## src/rtl/gc_pkg.sv

```systemverilog
// Shared types and Gray/binary helpers for the Gray-code sync decoder.
// Helpers work on GC_MAX_W-bit words; narrower words are zero-extended, which leaves both maps unchanged.
package gc_pkg;

  localparam int ERR_CNT_W = 4;
  localparam int GC_MAX_W  = 8;

  typedef enum logic [1:0] {
    WAIT  = 2'd0,
    LOAD  = 2'd1,
    TRACK = 2'd2
  } gc_state_e;

  function automatic logic [GC_MAX_W-1:0] g2b(input logic [GC_MAX_W-1:0] g);
    logic [GC_MAX_W-1:0] b;
    b[GC_MAX_W-1] = g[GC_MAX_W-1];
    for (int i = GC_MAX_W - 2; i >= 0; i--) begin
      b[i] = b[i+1] ^ g[i];
    end
    return b;
  endfunction

  function automatic logic [GC_MAX_W-1:0] b2g(input logic [GC_MAX_W-1:0] b);
    return b ^ (b >> 1);
  endfunction

endpackage

```

## src/rtl/gc_sync.sv

```systemverilog
// Multi-flop synchronizer for an asynchronous Gray-code word.
module gc_sync #(
  parameter int WIDTH       = 4,
  parameter int SYNC_STAGES = 2
) (
  input  logic             clk,
  input  logic             rst_n,
  input  logic [WIDTH-1:0] d,
  output logic [WIDTH-1:0] q
);

  logic [WIDTH-1:0] sync_q [SYNC_STAGES];

  always_ff @(posedge clk or negedge rst_n) begin
    if (!rst_n) begin
      for (int i = 0; i < SYNC_STAGES; i++) begin
        sync_q[i] <= '0;
      end
    end else begin
      sync_q[0] <= d;
      for (int i = 1; i < SYNC_STAGES; i++) begin
        sync_q[i] <= sync_q[i-1];
      end
    end
  end

  assign q = sync_q[SYNC_STAGES-1];

endmodule

```

## src/rtl/gc_sync_decoder.sv

```systemverilog
// Synchronizes an asynchronous Gray counter, decodes it to binary and reports step direction.
// Define GC_ERR_CHECK_EN to enable multi-bit-change detection (Step_err / Err_count).
module gc_sync_decoder
  import gc_pkg::*;
#(
  parameter int WIDTH       = 4,
  parameter int SYNC_STAGES = 2
) (
  input  logic                 clk,
  input  logic                 rst_n,
  input  logic [WIDTH-1:0]     Gc_input,
  input  logic                 clr_err,
  output logic [WIDTH-1:0]     Bin_output,
  output logic                 Bin_valid,
  output logic                 Dir_up,
  output logic                 Step_err,
  output logic [ERR_CNT_W-1:0] Err_count
);

  localparam int CNT_W = 3;

  logic [WIDTH-1:0]    gs;
  logic [GC_MAX_W-1:0] gs_ext;
  logic [WIDTH-1:0]    bin_gs;
  logic [WIDTH-1:0]    diff;
  logic                single;

  gc_state_e        state_q, state_d;
  logic [CNT_W-1:0] cnt_q, cnt_d;
  logic [WIDTH-1:0] gc_q, gc_d;
  logic [WIDTH-1:0] bin_q, bin_d;
  logic             vld_q, vld_d;
  logic             dir_q, dir_d;
`ifdef GC_ERR_CHECK_EN
  logic                 serr_q, serr_d;
  logic [ERR_CNT_W-1:0] ecnt_q, ecnt_d;
`else
  logic                 clr_err_unused;
`endif

  gc_sync #(
    .WIDTH      (WIDTH),
    .SYNC_STAGES(SYNC_STAGES)
  ) u_sync (
    .clk  (clk),
    .rst_n(rst_n),
    .d    (Gc_input),
    .q    (gs)
  );

  always_comb begin
    gs_ext            = '0;
    gs_ext[WIDTH-1:0] = gs;
  end

  assign bin_gs = WIDTH'(g2b(gs_ext));
  assign diff   = gs ^ gc_q;
  // Exactly one bit set: non-zero and no second bit left after clearing the lowest.
  assign single = (diff != '0) && ((diff & (diff - WIDTH'(1))) == '0);

  always_comb begin
    state_d = state_q;
    cnt_d   = cnt_q;
    gc_d    = gc_q;
    bin_d   = bin_q;
    vld_d   = 1'b0;
    dir_d   = dir_q;
`ifdef GC_ERR_CHECK_EN
    serr_d  = 1'b0;
    ecnt_d  = clr_err ? '0 : ecnt_q;
`endif
    case (state_q)
      WAIT: begin
        if (cnt_q == '0) state_d = LOAD;
        else             cnt_d   = cnt_q - CNT_W'(1);
      end
      LOAD: begin
        gc_d    = gs;
        bin_d   = bin_gs;
        state_d = TRACK;
      end
      TRACK: begin
        if (diff != '0) begin
          gc_d  = gs;
          bin_d = bin_gs;
          vld_d = 1'b1;
          if (single) begin
            dir_d = (bin_gs == bin_q + WIDTH'(1));
          end else begin
`ifdef GC_ERR_CHECK_EN
            serr_d = 1'b1;
            if (!clr_err && ecnt_q != '1) ecnt_d = ecnt_q + ERR_CNT_W'(1);
`endif
          end
        end
      end
      default: state_d = WAIT;
    endcase
  end

  always_ff @(posedge clk or negedge rst_n) begin
    if (!rst_n) begin
      state_q <= WAIT;
      cnt_q   <= CNT_W'(SYNC_STAGES - 1);
      gc_q    <= '0;
      bin_q   <= '0;
      vld_q   <= 1'b0;
      dir_q   <= 1'b0;
    end else begin
      state_q <= state_d;
      cnt_q   <= cnt_d;
      gc_q    <= gc_d;
      bin_q   <= bin_d;
      vld_q   <= vld_d;
      dir_q   <= dir_d;
    end
  end

`ifdef GC_ERR_CHECK_EN
  always_ff @(posedge clk or negedge rst_n) begin
    if (!rst_n) begin
      serr_q <= 1'b0;
      ecnt_q <= '0;
    end else begin
      serr_q <= serr_d;
      ecnt_q <= ecnt_d;
    end
  end

  assign Step_err  = serr_q;
  assign Err_count = ecnt_q;
`else
  assign clr_err_unused = clr_err;
  assign Step_err       = 1'b0;
  assign Err_count      = '0;
`endif

  assign Bin_output = bin_q;
  assign Bin_valid  = vld_q;
  assign Dir_up     = dir_q;

endmodule

```

## config.mk

```make
export PLATFORM = sky130hd
export DESIGN_NAME = gc_sync_decoder
export DESIGN_NICKNAME = d
export VERILOG_FILES = /design/src/rtl/gc_pkg.sv /design/src/rtl/gc_sync.sv /design/src/rtl/gc_sync_decoder.sv
export SDC_FILE = /design/constraint.sdc
export NUM_CORES = 1
export LEC_CHECK = 0
export ABC_AREA = 1
export BUFFER_PORTS_ARGS = -buffer_cell sky130_fd_sc_hd__buf_2
export CAP_MARGIN = 10
export CORE_ASPECT_RATIO = 1.4
export CORE_UTILIZATION = 49
export CTS_CLUSTER_SIZE = 14
export DETAILED_ROUTE_END_ITERATION = 12
export GPL_ROUTABILITY_DRIVEN = 0
export GPL_TIMING_DRIVEN = 0
export HOLD_SLACK_MARGIN = 0.1
export PLACE_DENSITY = 0.73
export SYNTH_ARGS = -nofsm -noshare
export SYNTH_HDL_FRONTEND = slang
export SYNTH_SLANG_ARGS = --single-unit
```

## constraint.sdc

```tcl
create_clock -name clk -period 1.3 [get_ports clk]
set_input_delay 0.13 -clock clk [delete_from_list [all_inputs] [get_ports clk]]
set_output_delay 0.13 -clock clk [all_outputs]
set_load 0.01 [all_outputs]
```

# Word level (Yosys, flattened, before mapping)
# Cells that the tools add are included.
# W data, S select, Z words.
op_classes:
  n_eq_ne: 5
  addsub: 3
  n_reduce_logical: 10
  bitwise_logic: 7
  n_mux: 8
op_table:
  columns: ["op", "n"]
  rows:
  - ["$pmux W4 S2", 2]
  - ["$mux W4", 2]
  - ["$pmux W2 S3", 1]
  - ["$reduce_and A2 Y1", 3]
  - ["$add A4 B1 Y4 const B", 1]
  - ["$and A4 B4 Y4", 1]
  - ["$eq A4 B4 Y1", 1]
  - ["$logic_not A4 Y1", 1]
  - ["$ne A2 B2 Y1 const B", 2]
  - ["$reduce_bool A4 Y1", 1]
  - ["$sub A4 B1 Y4 const B", 1]
  - ["$xor A4 B4 Y4", 1]
  - ["$logic_not A3 Y1", 1]
  - ["$reduce_and A3 Y1", 1]
  - ["$sub A3 B1 Y3 const B", 1]
  - ["$xor A1 B1 Y1", 3]
  - ["$eq A2 B1 Y1 const B", 1]
  - ["$eq A2 B2 Y1 const B", 1]
  - ["$logic_not A2 Y1", 1]
  - ["$mux W1", 2]
  - ["$mux W2", 1]
  - ["$not A1 Y1", 2]
  - ["$reduce_bool A2 Y1", 1]
  - ["$logic_and A1 B1 Y1", 1]
totals:
  ff_bits: 23
  inputBits: 7

# Longest topological paths before layout
logic_depth:
  word_depth: 6
  depth_mapped: 11
  depth_no_buf: 11

# By module
# A second synthesis with hierarchy kept.
unflattened:
  cells_unflattened: 155
  area_unflattened_um2: 1176.1
modules_own_cells:
  columns: ["module", "area_each_um2", "cells_per_inst", "instances"]
  rows:
  - ["gc_sync_decoder", 945.9, 143, 1]
  - ["gc_sync", 230.2, 12, 1]

# Least setup slack after synthesis
# OpenSTA, ideal clock, no wires.
synth_path:
  path_kind: "flip-flop to flip-flop"
  from: "register cnt_q[0]"
  to: "register cnt_q[2]"
  arrival_time_ps: 1169
  stages_incl_launch_ff: 8
  slack_ps: 5
  path_buffers: 0
  synth_period_minus_slack_ps: 1295
  path_cell_list: "dfstp_2 > inv_1 > ha_1 > ha_1 > inv_1 > nand2_1 > nand2_1 > o21ai_0"
synth_via:
  elab_chain_len: 3
  word_cells_on_any_way: 4
  cone_classes: "add/sub (1); bitwise (1); reduce/logical (2)"
synth_lines:
  columns: ["item", "line_no", "rtl"]
  rows:
  - ["from (decl)", "gc_sync_decoder.sv:29", "logic [CNT_W-1:0] cnt_q, cnt_d;"]
  - ["from (signal assigned)", "gc_sync_decoder.sv:104", "cnt_q <= CNT_W'(SYNC_STAGES - 1);"]
  - ["from (signal assigned)", "gc_sync_decoder.sv:111", "cnt_q <= cnt_d;"]
  - ["parallel branches: the longest is 3 deep, another holds $sub A3 B1 Y3", null, null]
# Several ways; the timed one is not identified.
# A chain may end at the register's enable or synchronous reset.

# Worst setup path in the final report
layout_path:
  from: "register u_sync.sync_q, in the netlist u_sync.q[3]"
  to: "register dir_q (netlist: Dir_up)"
layout_via:
  elab_chain_len: 6
  word_cells_on_any_way: 11
  cone_classes: "add/sub (1); eq/ne (1); bitwise (5); reduce/logical (4)"
layout_lines:
  columns: ["item", "line_no", "rtl"]
  rows:
  - ["from (decl)", "gc_sync.sv:12", "logic [WIDTH-1:0] sync_q [SYNC_STAGES];"]
  - ["from (signal, indexed assignment)", "gc_sync.sv:22", "sync_q[i] <= sync_q[i-1];"]
  - ["$xor A4 B4 Y4", "gc_sync_decoder.sv:57", "assign diff = gs ^ gc_q;"]
  - ["$sub A4 B1 Y4", "gc_sync_decoder.sv:59", "assign single = (diff != '0) && ((diff & (diff - WIDTH'(1))) == '0);"]
  - ["$and A4 B4 Y4", "gc_sync_decoder.sv:59", null]
  - ["$logic_not A4 Y1", "gc_sync_decoder.sv:59", null]
  - ["$logic_and A1 B1 Y1", "gc_sync_decoder.sv:59", null]
  - ["$reduce_and A3 Y1 (no source line)", null, null]
  - ["to (signal assigned)", "gc_sync_decoder.sv:115", "dir_q <= dir_d;"]
  - ["to (decl)", "gc_sync_decoder.sv:33", "logic dir_q, dir_d;"]
# Parallel ways exist; a longest one is shown, timed or not.

==> impl_metrics.toml <==
[critical_path]
cp-start-kind = "register"
reg2regPathDepth = 10
required_ns = 1.55
worstPathMaxFanout = 5
crit_chain = "buf_6 > nand2_2 > nand2_1 > nand2_1 > nand2_1 > nor2_1 > nand2_1 > nor2_1 > nand2_1 > nand2_1"
critPathCaptureType = "register"
r2r-start = "u_sync.q[3]"
reg2reg_to = "Dir_up"
worst_path_most_repeated_cell = "nand2_1"
critPathMaxStageDelay_ns = 0.46
worstPathArrival_ns = 1.63
r2r_slack_ns = -0.08
cpMaxStageDelayCell = "dfrtp_2"
worstSetupPathType = "reg -> reg"

[run_status]
failed_checks = "setup timing"
outcome = "finished with violations"

[sta]
setup_viol_count_final = 8
fin_crit_ns = 1.38
fin_ws_ns = -0.0755
rsz0062_at_grt = "true"
tns_ns = -0.442
fmax_ghz = 0.727
min_period_over_period_pct = 106
finClkSkew_ns = 0.00242
hold_viol = 0
maxSlewViolCount = 0

[global_route]
grt_max_degree = 23
grtUsageMet3_pct = 3.05
first_global_vias = 962
antenna_found_initial = 0
met2_usage_pct = 35.9
grt_pass1_wl_mm = 3.70
grt.met1_usage_pct = 20.6
busiest_layer = "met2"
overflow = 0
gr-usage-all-layers_pct = 19.5

[layout]
layout.nets = 197
layoutNonFillerInstCount = 208
fill_cells = 162
antenna_cells = 0
seqCellArea_um2 = 554
synthToLayoutAreaGrowth_pct = 34.9
drive_above_1_share_pct = 42.5
multi_input_area_um2 = 601

[power_and_ir_drop]
power.share.sequential_pct = 51.1
leakagePower_nw = 0.863
power.switching_mw = 0.437
power.density_mw_per_mm2 = 954
ir_drop_uv = 841
p_sw_share_pct = 29.5
combPwrFrac_pct = 23.7
p_clk_share_pct = 25.2
intPower_mw = 1.04

[route]
vias_per_cell = 5.03
drc_errors = 0
drt_iter0_markers = 23
drt_pass1_iterations = 4
num_vias = 1046
wire_per_inst_um = 12.4
drt_wl_total_mm = 2.57
ant_nets = 0

[synth]
synthAdderAreaFrac_pct = 3.26
synth-xor-area-share_pct = 0.762
yosysWarnings = 0
synth_compound_area_share_pct = 6.31
synth_top_area_share_pct = 45.7
syn_inst = 151
ys_ff_latch = 22
synth.distinct_cells = 19
synthSimpleGateAreaFrac_pct = 29.6
ys_top_cells_by_area = "dfrtp_1, nand2_1, inv_1, nand3_1, buf_4"
synth_top_family_by_area = "simple AND/OR/NAND/NOR gates"
synth_mux_area_share_pct = 0
synth_largest_area_cell = "dfrtp_1"
yosysSeqAreaShare_pct = 48.0
synth.avg_cell_area_um2 = 7.61
synth_area_mm2 = 0.00115

[clock_tree]
clk_latency_ns = 0.30
cts_buffers = 3
cts_max_path_buffers = 2
cts_sinks = 22
root_buffer = "clkbuf_4"
clk_pin_slew_worst_paths_ns = 0.12
htreeDepth = 1
cts_tree = "done"

[floorplan]
dieHeight_um = 59.3
die-area_mm2 = 0.00255
core_area_mm2 = 0.00220
fp-row-count = 20
die_width_um = 42.9
ios = 18
start_util_pct = 52.2

[place]
portBuffers = 11
post-place-cells = 188
place_hpwl_mm = 1.35

[hold_path]
hold_path_class = "in -> async"

[job]
max_cap_violations = 0
-- power groups by stage --
stage                     clock network, mW  registers [mW]  logic (mW)
after floorplan                           0           0.771       0.177
after global placement                    0           0.766       0.246
after detailed placement                  0           0.769       0.251
after CTS                             0.387           0.752       0.311
after global routing                  0.421           0.761       0.391
final                                 0.373           0.757       0.351
-- layout by cell type, fill, tap and decap left out, types with 2 or more instances in the layout --
master and count:
inv_2 10, nand3_2 2, inv_1 10, nand3_1 6, nand2_4 2, o21ai_2 5
dlygate4sd3_1 5, ha_4 2, nor2_1 5, buf_4 15, o21ai_1 3, dfrtp_1 19
buf_6 3, buf_2 11, conb_1 5, nand2_1 52, clkbuf_4 3, nand2_2 16
dfrtp_2 2
-- metal layers --
layer,vias to the layer above,part of all wire (%)
met2,27,54
li1,513,-
met5,-,0
met4,0,4.0
met1,496,39
met3,10,2.9
-- cells in the mapped netlist, drive strengths merged --
cell type / instances
xor2: 1
nor3: 1
buf: 7
conb: 1
dfrtp: 21
inv: 21
nand3: 9
nor2: 6
dfstp: 1
ha: 3
nand2: 70
o21ai: 10
-- layout make-up --
| type | count | share of cell area (%) |
|---|---|---|
| inverter | 21 | 5.24 |
| tap | 22 | 1.77 |
| timing repair buffer | 27 | 12.6 |
| buffer | 7 | 3.63 |
| multi-input combinational | 105 | 38.7 |
| sequential | 22 | 35.7 |
| clock buffer | 4 | 2.34 |
-- critical path, delay by kind of cell (launching register included) --
family        cells  cell delay [ns]
flops             1             0.46
buf+inv           1             0.13
simple gates      9             0.74
-- state kept, by name, summed over array words and instances, names as in the netlist --
name and count:
gc_q 4, u_sync.q 4, u_sync.sync_q 4, Bin_output 3, cnt_q 3, state_q 2, Bin_valid 1, Dir_up 1
-- per-stage QoR --
step                hold slack, ns  worst slack, ns  power [mW]  utilization, %  cell area (um2)
global placement             0.114          -0.0543        1.01            56.6             1250
CTS                          0.305          -0.0407        1.45            66.2             1460
detailed placement           0.121          -0.0940        1.02            56.6             1250
global route                 0.349           -0.169        1.57            70.5             1550
finish                       0.299          -0.0755        1.48            70.5             1550
floorplan                   -0.166          0.00531       0.949               -             1160
-- how the worst max path moves through the flow --
stage	cells past startpoint	endpoint	startpoint	slack, ns
3_5_place_dp	9	gc_q[1]	u_sync.q[3]	-0.09
3_3_place_gp	7	cnt_q[1]	cnt_q[0]	-0.05
4_1_cts	9	gc_q[1]	u_sync.q[3]	-0.04
5_1_grt	10	Dir_up	u_sync.q[3]	-0.17
6_report	10	Dir_up	u_sync.q[3]	-0.08
2_1_floorplan	7	cnt_q[2]	cnt_q[0]	0.005
-- logic make-up after synthesis --
logic type,Yosys count
AND/OR/NAND/NOR,86
buffers and inverters,28
flip-flops,22
AO/OA/AOI/OAI,10
adder cells (fa/ha/maj),3
XOR/XNOR,1
other,1
-- timing repair --
| action | CTS | global route |
|---|---|---|
| gates resized for setup | 22 | 25 |
| hold endpoints to repair | 25 | 0 |
| pin swaps | 7 | 16 |
| cloned | 1 | 0 |
| hold buffers | 5 | 0 |
| setup buffers | 7 | 3 |
| endpoints found under the setup margin | 11 | 11 |
No activity file was read; power rests on OpenSTA's default activity.
